### config.mk
export PLATFORM = sky130hd
export DESIGN_NAME = mod_counter_monitor
export DESIGN_NICKNAME = d
export VERILOG_FILES = /design/src/rtl/mod_counter_monitor.sv
export SDC_FILE = /design/constraint.sdc
export NUM_CORES = 1
export LEC_CHECK = 0
export CAP_MARGIN = 5
export CORE_MARGIN = 5
export CORE_UTILIZATION = 44
export DETAILED_ROUTE_END_ITERATION = 16
export PLACE_DENSITY = 0.82
export SKIP_CTS_REPAIR_TIMING = 1
export SYNTH_ARGS = -nofsm -noshare
export SYNTH_HDL_FRONTEND = slang
export SYNTH_SLANG_ARGS = --single-unit
### constraint.sdc
create_clock -name clk -period 2.1 [get_ports clk]
set_clock_uncertainty 0.15 [all_clocks]
set_input_delay 0.315 -clock clk [delete_from_list [all_inputs] [get_ports clk]]
set_output_delay 0.315 -clock clk [all_outputs]
set_load 0.03 [all_outputs]
### src/rtl/mod_counter_monitor.sv
// Sequence monitor for a modulus-MOD counter: tracks the observed q bus,
// flags illegal values and out-of-order steps, and counts completed wraps.
module mod_counter_monitor #(
  parameter int MOD        = 6,
  parameter int WIDTH      = 4,
  parameter int ERR_CNT_W  = 8,
  parameter int WRAP_CNT_W = 8
) (
  input  logic                  clk,
  input  logic                  rst,
  input  logic                  en,
  input  logic [WIDTH-1:0]      q,
  input  logic                  clr_err,
  output logic                  locked,
  output logic                  wrap_pulse,
  output logic                  err_pulse,
  output logic [1:0]            err_code,
  output logic [ERR_CNT_W-1:0]  err_count,
  output logic [WRAP_CNT_W-1:0] wrap_count
);

  localparam logic [1:0] IDLE   = 2'd0;
  localparam logic [1:0] TRACK  = 2'd1;
  localparam logic [1:0] RESYNC = 2'd2;

  localparam logic [1:0] CODE_NONE    = 2'b00;
  localparam logic [1:0] CODE_ILLEGAL = 2'b01;
  localparam logic [1:0] CODE_SEQ     = 2'b10;

  // One extra bit so MOD == 2**WIDTH still compares correctly.
  localparam logic [WIDTH:0]   MOD_EXT = (WIDTH+1)'(MOD);
  localparam logic [WIDTH-1:0] LAST    = WIDTH'(MOD - 1);

  logic [1:0]            state_q,      state_d;
  logic [WIDTH-1:0]      expected_q,   expected_d;
  logic                  wrap_pulse_q, wrap_pulse_d;
  logic                  err_pulse_q,  err_pulse_d;
  logic [1:0]            err_code_q,   err_code_d;
  logic [ERR_CNT_W-1:0]  err_count_q,  err_count_d;
  logic [WRAP_CNT_W-1:0] wrap_count_q, wrap_count_d;
  logic                  fault;
  logic [1:0]            fault_code;

  always_comb begin
    // NOTE: every signal gets a default first so no path leaves it unassigned (no latches).
    state_d      = state_q;
    expected_d   = expected_q;
    wrap_pulse_d = 1'b0;
    err_pulse_d  = 1'b0;
    err_code_d   = err_code_q;
    err_count_d  = err_count_q;
    wrap_count_d = wrap_count_q;
    fault        = 1'b0;
    fault_code   = CODE_NONE;

    if (clr_err) begin
      err_count_d = '0;
      err_code_d  = CODE_NONE;
    end

    if (en) begin
      case (state_q)
        TRACK: begin
          if ({1'b0, q} >= MOD_EXT) begin
            fault      = 1'b1;
            fault_code = CODE_ILLEGAL;
          end else if (q != expected_q) begin
            fault      = 1'b1;
            fault_code = CODE_SEQ;
          end else begin
            expected_d = (expected_q == LAST) ? '0 : expected_q + WIDTH'(1);
            if (q == LAST) begin
              wrap_pulse_d = 1'b1;
              if (wrap_count_q != '1) wrap_count_d = wrap_count_q + WRAP_CNT_W'(1);
            end
          end
        end
        default: begin
          // IDLE and RESYNC behave identically: wait silently for a zero.
          if (q == '0) begin
            state_d    = TRACK;
            expected_d = WIDTH'(1);
          end
        end
      endcase

      if (fault) begin
        state_d     = RESYNC;
        err_pulse_d = 1'b1;
        err_code_d  = fault_code;
        // A clear on the same edge discards history but still records this fault.
        if (clr_err)                 err_count_d = ERR_CNT_W'(1);
        else if (err_count_q != '1)  err_count_d = err_count_q + ERR_CNT_W'(1);
      end
    end
  end

  always_ff @(posedge clk) begin
    // NOTE: non-blocking assignments so every flop samples the pre-edge values.
    if (!rst) begin
      state_q      <= IDLE;
      expected_q   <= '0;
      wrap_pulse_q <= 1'b0;
      err_pulse_q  <= 1'b0;
      err_code_q   <= CODE_NONE;
      err_count_q  <= '0;
      wrap_count_q <= '0;
    end else begin
      state_q      <= state_d;
      expected_q   <= expected_d;
      wrap_pulse_q <= wrap_pulse_d;
      err_pulse_q  <= err_pulse_d;
      err_code_q   <= err_code_d;
      err_count_q  <= err_count_d;
      wrap_count_q <= wrap_count_d;
    end
  end

  assign locked     = (state_q == TRACK);
  assign wrap_pulse = wrap_pulse_q;
  assign err_pulse  = err_pulse_q;
  assign err_code   = err_code_q;
  assign err_count  = err_count_q;
  assign wrap_count = wrap_count_q;

endmodule

# Yosys cells after proc, flatten, opt, wreduce, memory -nomap -nowiden
# Index checks and enable logic that the tools add are counted.
dict set report op_classes {
  addsub 3
  n_mux 25
  bitwise 5
  order_cmp 1
  eq_ne 9
  n_reduce_logical 8
}
# cell n
set op_table {}
lappend op_table {{8-bit two-way mux} 5}
lappend op_table {{4-bit two-way mux} 5}
lappend op_table {{2-bit two-way mux} 9}
lappend op_table {{8-bit by 1-bit adder with 8-bit output (second input constant)} 2}
lappend op_table {{8-bit inequality test (second input constant)} 2}
lappend op_table {{4-bit by 3-bit equality test with 1-bit output (second input constant)} 2}
lappend op_table {{1-bit two-way mux} 6}
lappend op_table {{6-bit AND reduction} 1}
lappend op_table {{1-bit inverter} 5}
lappend op_table {{5-bit OR reduction} 1}
lappend op_table {{4-bit by 1-bit adder with 4-bit output (second input constant)} 1}
lappend op_table {{4-bit by 3-bit greater-or-equal comparator with 1-bit output (second input constant)} 1}
lappend op_table {{4-bit zero test} 1}
lappend op_table {{2-bit inequality test (second input constant)} 2}
lappend op_table {{4-bit inequality test} 1}
lappend op_table {{4-bit AND reduction} 1}
lappend op_table {{2-bit nonzero test} 2}
lappend op_table {{3-bit AND reduction} 1}
lappend op_table {{2-bit by 1-bit equality test with 1-bit output (second input constant)} 1}
lappend op_table {{2-bit by 1-bit inequality test with 1-bit output (second input constant)} 1}
lappend op_table {{2-bit AND reduction} 1}
dict set report word_totals {
  word_cells 58
  in_bits 8
  out_inout_bits 21
  regBits 26
}

# Depth between registers and ports, before layout
dict set report logic_depth {
  depth_word 7
  ltp_mapped 6
  mapped_depth_nobuf 6
}

# Worst setup path before layout
# OpenSTA, ideal clock, no wires.
dict set report synth_timing {
  path_type {reg-to-reg}
  from {register wrap_count_q[0], in the netlist wrap_count[0]}
  to {register wrap_count_q[7], in the netlist wrap_count[7]}
  synth_period_minus_slack_ns 2.109
  setup_slack_ns -0.009
  path_stages_with_launch 7
  t_arrival_ns 1.824
  setup_ns 0.135
  required_ns 1.815
  path_cell_list {dfxtp_1 ha_1 and3_1 a211o_1 clkbuf_1 o311ai_0 o41ai_1}
}
dict set report synth_between {
  elab_chain_len 2
  elab_cells_between_ends 3
  cone_classes {1 x add/sub; 1 x eq/ne; 1 x reduce/logical}
}
# item line
set synth_rtl {}
lappend synth_rtl {{start, declared} 40} ;# logic [WRAP_CNT_W-1:0] wrap_count_q, wrap_count_d;
lappend synth_rtl {{start signal, assigned} 115} ;# wrap_count_q <= wrap_count_d;
lappend synth_rtl {{branches (longest 2 deep; another with 8-bit by 1-bit adder with 8-bit output)} n/a}
# Parallel ways; which one is timed is not known.
# A chain may end at the register's enable or synchronous reset.

# Final worst setup path
dict set report layout_timing {
  from {register wrap_count_q[0], in the netlist wrap_count[0]}
  to {register wrap_count_q[3], in the netlist wrap_count[3]}
}
# The elaborated chain is that of the path after synthesis.

==> flow_summary.toml <==
[outcome]
run_status = "completed"

[grt]
pin_count_of_the_biggest_net_entering_global_routing = 16
grt_most_used_layer = "met2"
grt_use_total = 0.1876
first_pass_grt_wire_length_um = 6575
grt_antenna_before_repair = 0
grt_use_met1 = 0.2237
grt.met2_usage = 0.3333
via_count_of_the_first_global_routing_pass = 1503
grt_overflow_total = 0
grtUsageMet3 = 0.03741

[place]
detailed_place.area_um2 = 1856
routabilityCongestion = 0.9152
post-place-ws_ns = -0.2063
port_buffers = 28
placed_cell_count = 248
dpl.hpwl_um = 2864

[synthesis]
number_of_nets_produced_by_synthesis = 173
synth_cell_type_count = 41
synth.avg_cell_area_um2 = 8.642
yosys.area.top_type = "dfxtp_1"
synthesis.instances = 161
seq_area_frac_synth = 0.3741
post-synth-top-area-fraction = 0.3741
netlist_area_um2 = 1391
synth.area.top_cells = "dfxtp_1 37%, a21oi_1 6.1%, o31ai_1 4.3%, or4_1 3.8%, ha_1 3.6%"
yosys_warnings = 0
synth-seq-cells = 26

[setup_path]
required_ns = 2.23
crit_end_category = "flop"
timing.critical_path.fanout_max = 11
slowest_stage = "or4_1"
critical_path.startpoint = "wrap_count[0]$_SDFFE_PN0P_"
critical_path_arrival_ns = 2.17
cp_top_family = "simple AND/OR/NAND/NOR gates"
worstReg2RegStart = "wrap_count[0]$_SDFFE_PN0P_"
ff2ff_path_depth = 5
critical_path_class = "flop to flop"
timing.critical_path.cells = "ha_1 -> and3_1 -> a211o_4 -> or4_1 -> a21oi_2"
critical-path-max-stage-delay_ns = 0.50
timing.reg2reg.setup_slack_ns = 0.06
worstReg2RegEnd = "wrap_count[3]$_SDFFE_PN0P_"
critical_path_buf_inv_count = 0
start_kind = "flop"

[worst_hold_path]
worstHoldEndpoint = "wrap_count[5]$_SDFFE_PN0P_"
hold_path_depth = 2
worstHoldStart = "wrap_count[5]$_SDFFE_PN0P_"
worstHoldPathType = "flop to flop"

[routing]
route.detailed.wl_per_inst_um = 14.88
drt-vias-per-instance = 5.830
detail_route.first_pass.iterations = 5
postRouteAntennaNets = 0
number_of_vias_after_detailed_routing = 1475
remaining_drc_errors = 0
drt_iter0_drc = 76
post_route_wl_um = 3764

[flow_run]
maxCapViolations = 0

[sta]
max_slew.worst_pin.slew_ns = 0.4467
hold-worst-slack_ns = 0.3729
final.period_utilization = 0.9699
achievable-frequency_mhz = 491.0
setup_viol = 0
timing.final.ws_setup_ns = 0.06313
unrepaired_setup_endpoints_after_global_routing = "false"
hold_viol = 0
slew_headroom = 0.6994
finalWorstPathRequiredPeriod_ns = 2.037
drv_slew = 0

[layout]
layoutNonFillerInstCount = 253
layout_cells_sized_above_1 = 0.1531
layout.cells.most_common = "clkdlybuf4s50_1"
layout.core_utilization = 0.6332
multiInputGateArea_um2 = 827.0
antenna_cells = 0
final_nets = 222
final_area_um2 = 1933
combined_flip_flop_and_latch_cell_area_um2 = 524.3
layout-area-overhead-vs-synth_pct = 38.94
final_cell_mix = "27 x clkdlybuf4s50_1, 25 x dfxtp_1, 22 x buf_4, 16 x a21oi_1, 9 x nand2_1"
layout.filler_cells = 262

[clock_network]
clock_sinks = 26
cts_max_path_buffers = 2
clock_buffer_count_from_cts = 3
number_of_levels_the_h_tree_was_split_into = 1
clock-root-buffer = "clkbuf_4"
cts.clk_slew.worst_paths_ns = 0.15
cts_tree = "built"
clkLatencyLatePin_ns = 0.33

[floorplan]
core_um2 = 3053
fp.dieArea_um2 = 4386
die_height_um = 66.23
pin_count = 29
floorplan.die.width_um = 66.23
initial_util = 0.4557
core.rowCount = 20

[pwr]
leakagePower_nw = 0.6985
power_per_cell_area_nw_per_um2 = 481.7
irDropWorstVdd_uv = 311.5
flip-flops by register name (all words and copies together), names as in the netlist:
| register | cells |
|---|---|
| err_code | 2 |
| err_count | 8 |
| err_pulse | 1 |
| expected_q | 4 |
| state_q | 2 |
| wrap_count | 8 |
| wrap_pulse | 1 |
power by group:
| group | total, mW | internal, mW | switching, mW |
|---|---|---|---|
| clock network | 0.354 | 0.193 | 0.160 |
| logic | 0.0809 | 0.0389 | 0.0420 |
| registers | 0.497 | 0.494 | 0.00241 |
| total | 0.931 | 0.726 | 0.205 |
kinds of logic after synthesis:
logic type,count (synthesis),share of synthesized area
buffers and inverters,13,0.04047
xor gates and xnor gates,4,0.03058
DFF,26,0.3741
AOI/OAI and AO/OA,52,0.2482
muxes,1,0.007195
and+or+nand+nor,61,0.2635
adders and majority gates,4,0.03597
cell type report:
| type | instances | share of cell area |
|---|---|---|
| tap | 44 | 0.02848 |
| multi-input combinational | 122 | 0.4278 |
| clock inverter | 1 | 0.01553 |
| timing repair buffer | 50 | 0.2317 |
| clock buffer | 3 | 0.01165 |
| inverter | 7 | 0.01359 |
| sequential | 26 | 0.2712 |
metrics by stage:
step | setup TNS [ns] | power (mW)
2_1_floorplan | 0 | 0.5444
3_3_place_gp | -1.255 | 0.5853
3_5_place_dp | -2.324 | 0.5882
4_1_cts | -0.07382 | 0.9294
5_1_grt | 0 | 0.9661
6_report | 0 | 0.9311
worst register-to-register path, cell delays in order, from the launching register on:
cell	delay, ns
dfxtp_4	0.39
ha_1	0.22
and3_1	0.20
a211o_4	0.38
or4_1	0.50
a21oi_2	0.15
Yosys cell counts (all sizes together):
library cell and instances:
dfxtp 26, a21oi 17, nand2 9, o31ai 8, inv 7, or4 7
nand2b 6, nand3 6, nor2 6, clkbuf 5, nand4 5, o21ai 5
ha 4, xnor2 4, a211oi 3, a311oi 3, and3 3, nor2b 3
o21a 3, or3 3, a31oi 2, and2 2, and4 2, nand3b 2
nor3 2, nor4 2, o211ai 2, o311ai 2, o41ai 2, a211o 1
a31o 1, a41o 1, and3b 1, buf 1, mux2i 1, nand4b 1
nand4bb 1, o21bai 1, o22ai 1
metal layers:
layer,routed length (µm),vias to the layer above
met5,0,-
met2,1887,47
met4,53,0
li1,-,721
met3,191,8
met1,1631,699
worst max path at each step:
stage	end	slack (ns)	cells past startpoint
after detailed placement	wrap_count[3]$_SDFFE_PN0P_	-0.21	5
after global placement	wrap_count[6]$_SDFFE_PN0P_	-0.13	5
after global routing	wrap_count[3]$_SDFFE_PN0P_	0.003	5
final	wrap_count[3]$_SDFFE_PN0P_	0.06	5
after floorplan	wrap_count[7]$_SDFFE_PN0P_	0.02	6
after CTS	locked	-0.07	3
Power figures use the tool's default switching activity.
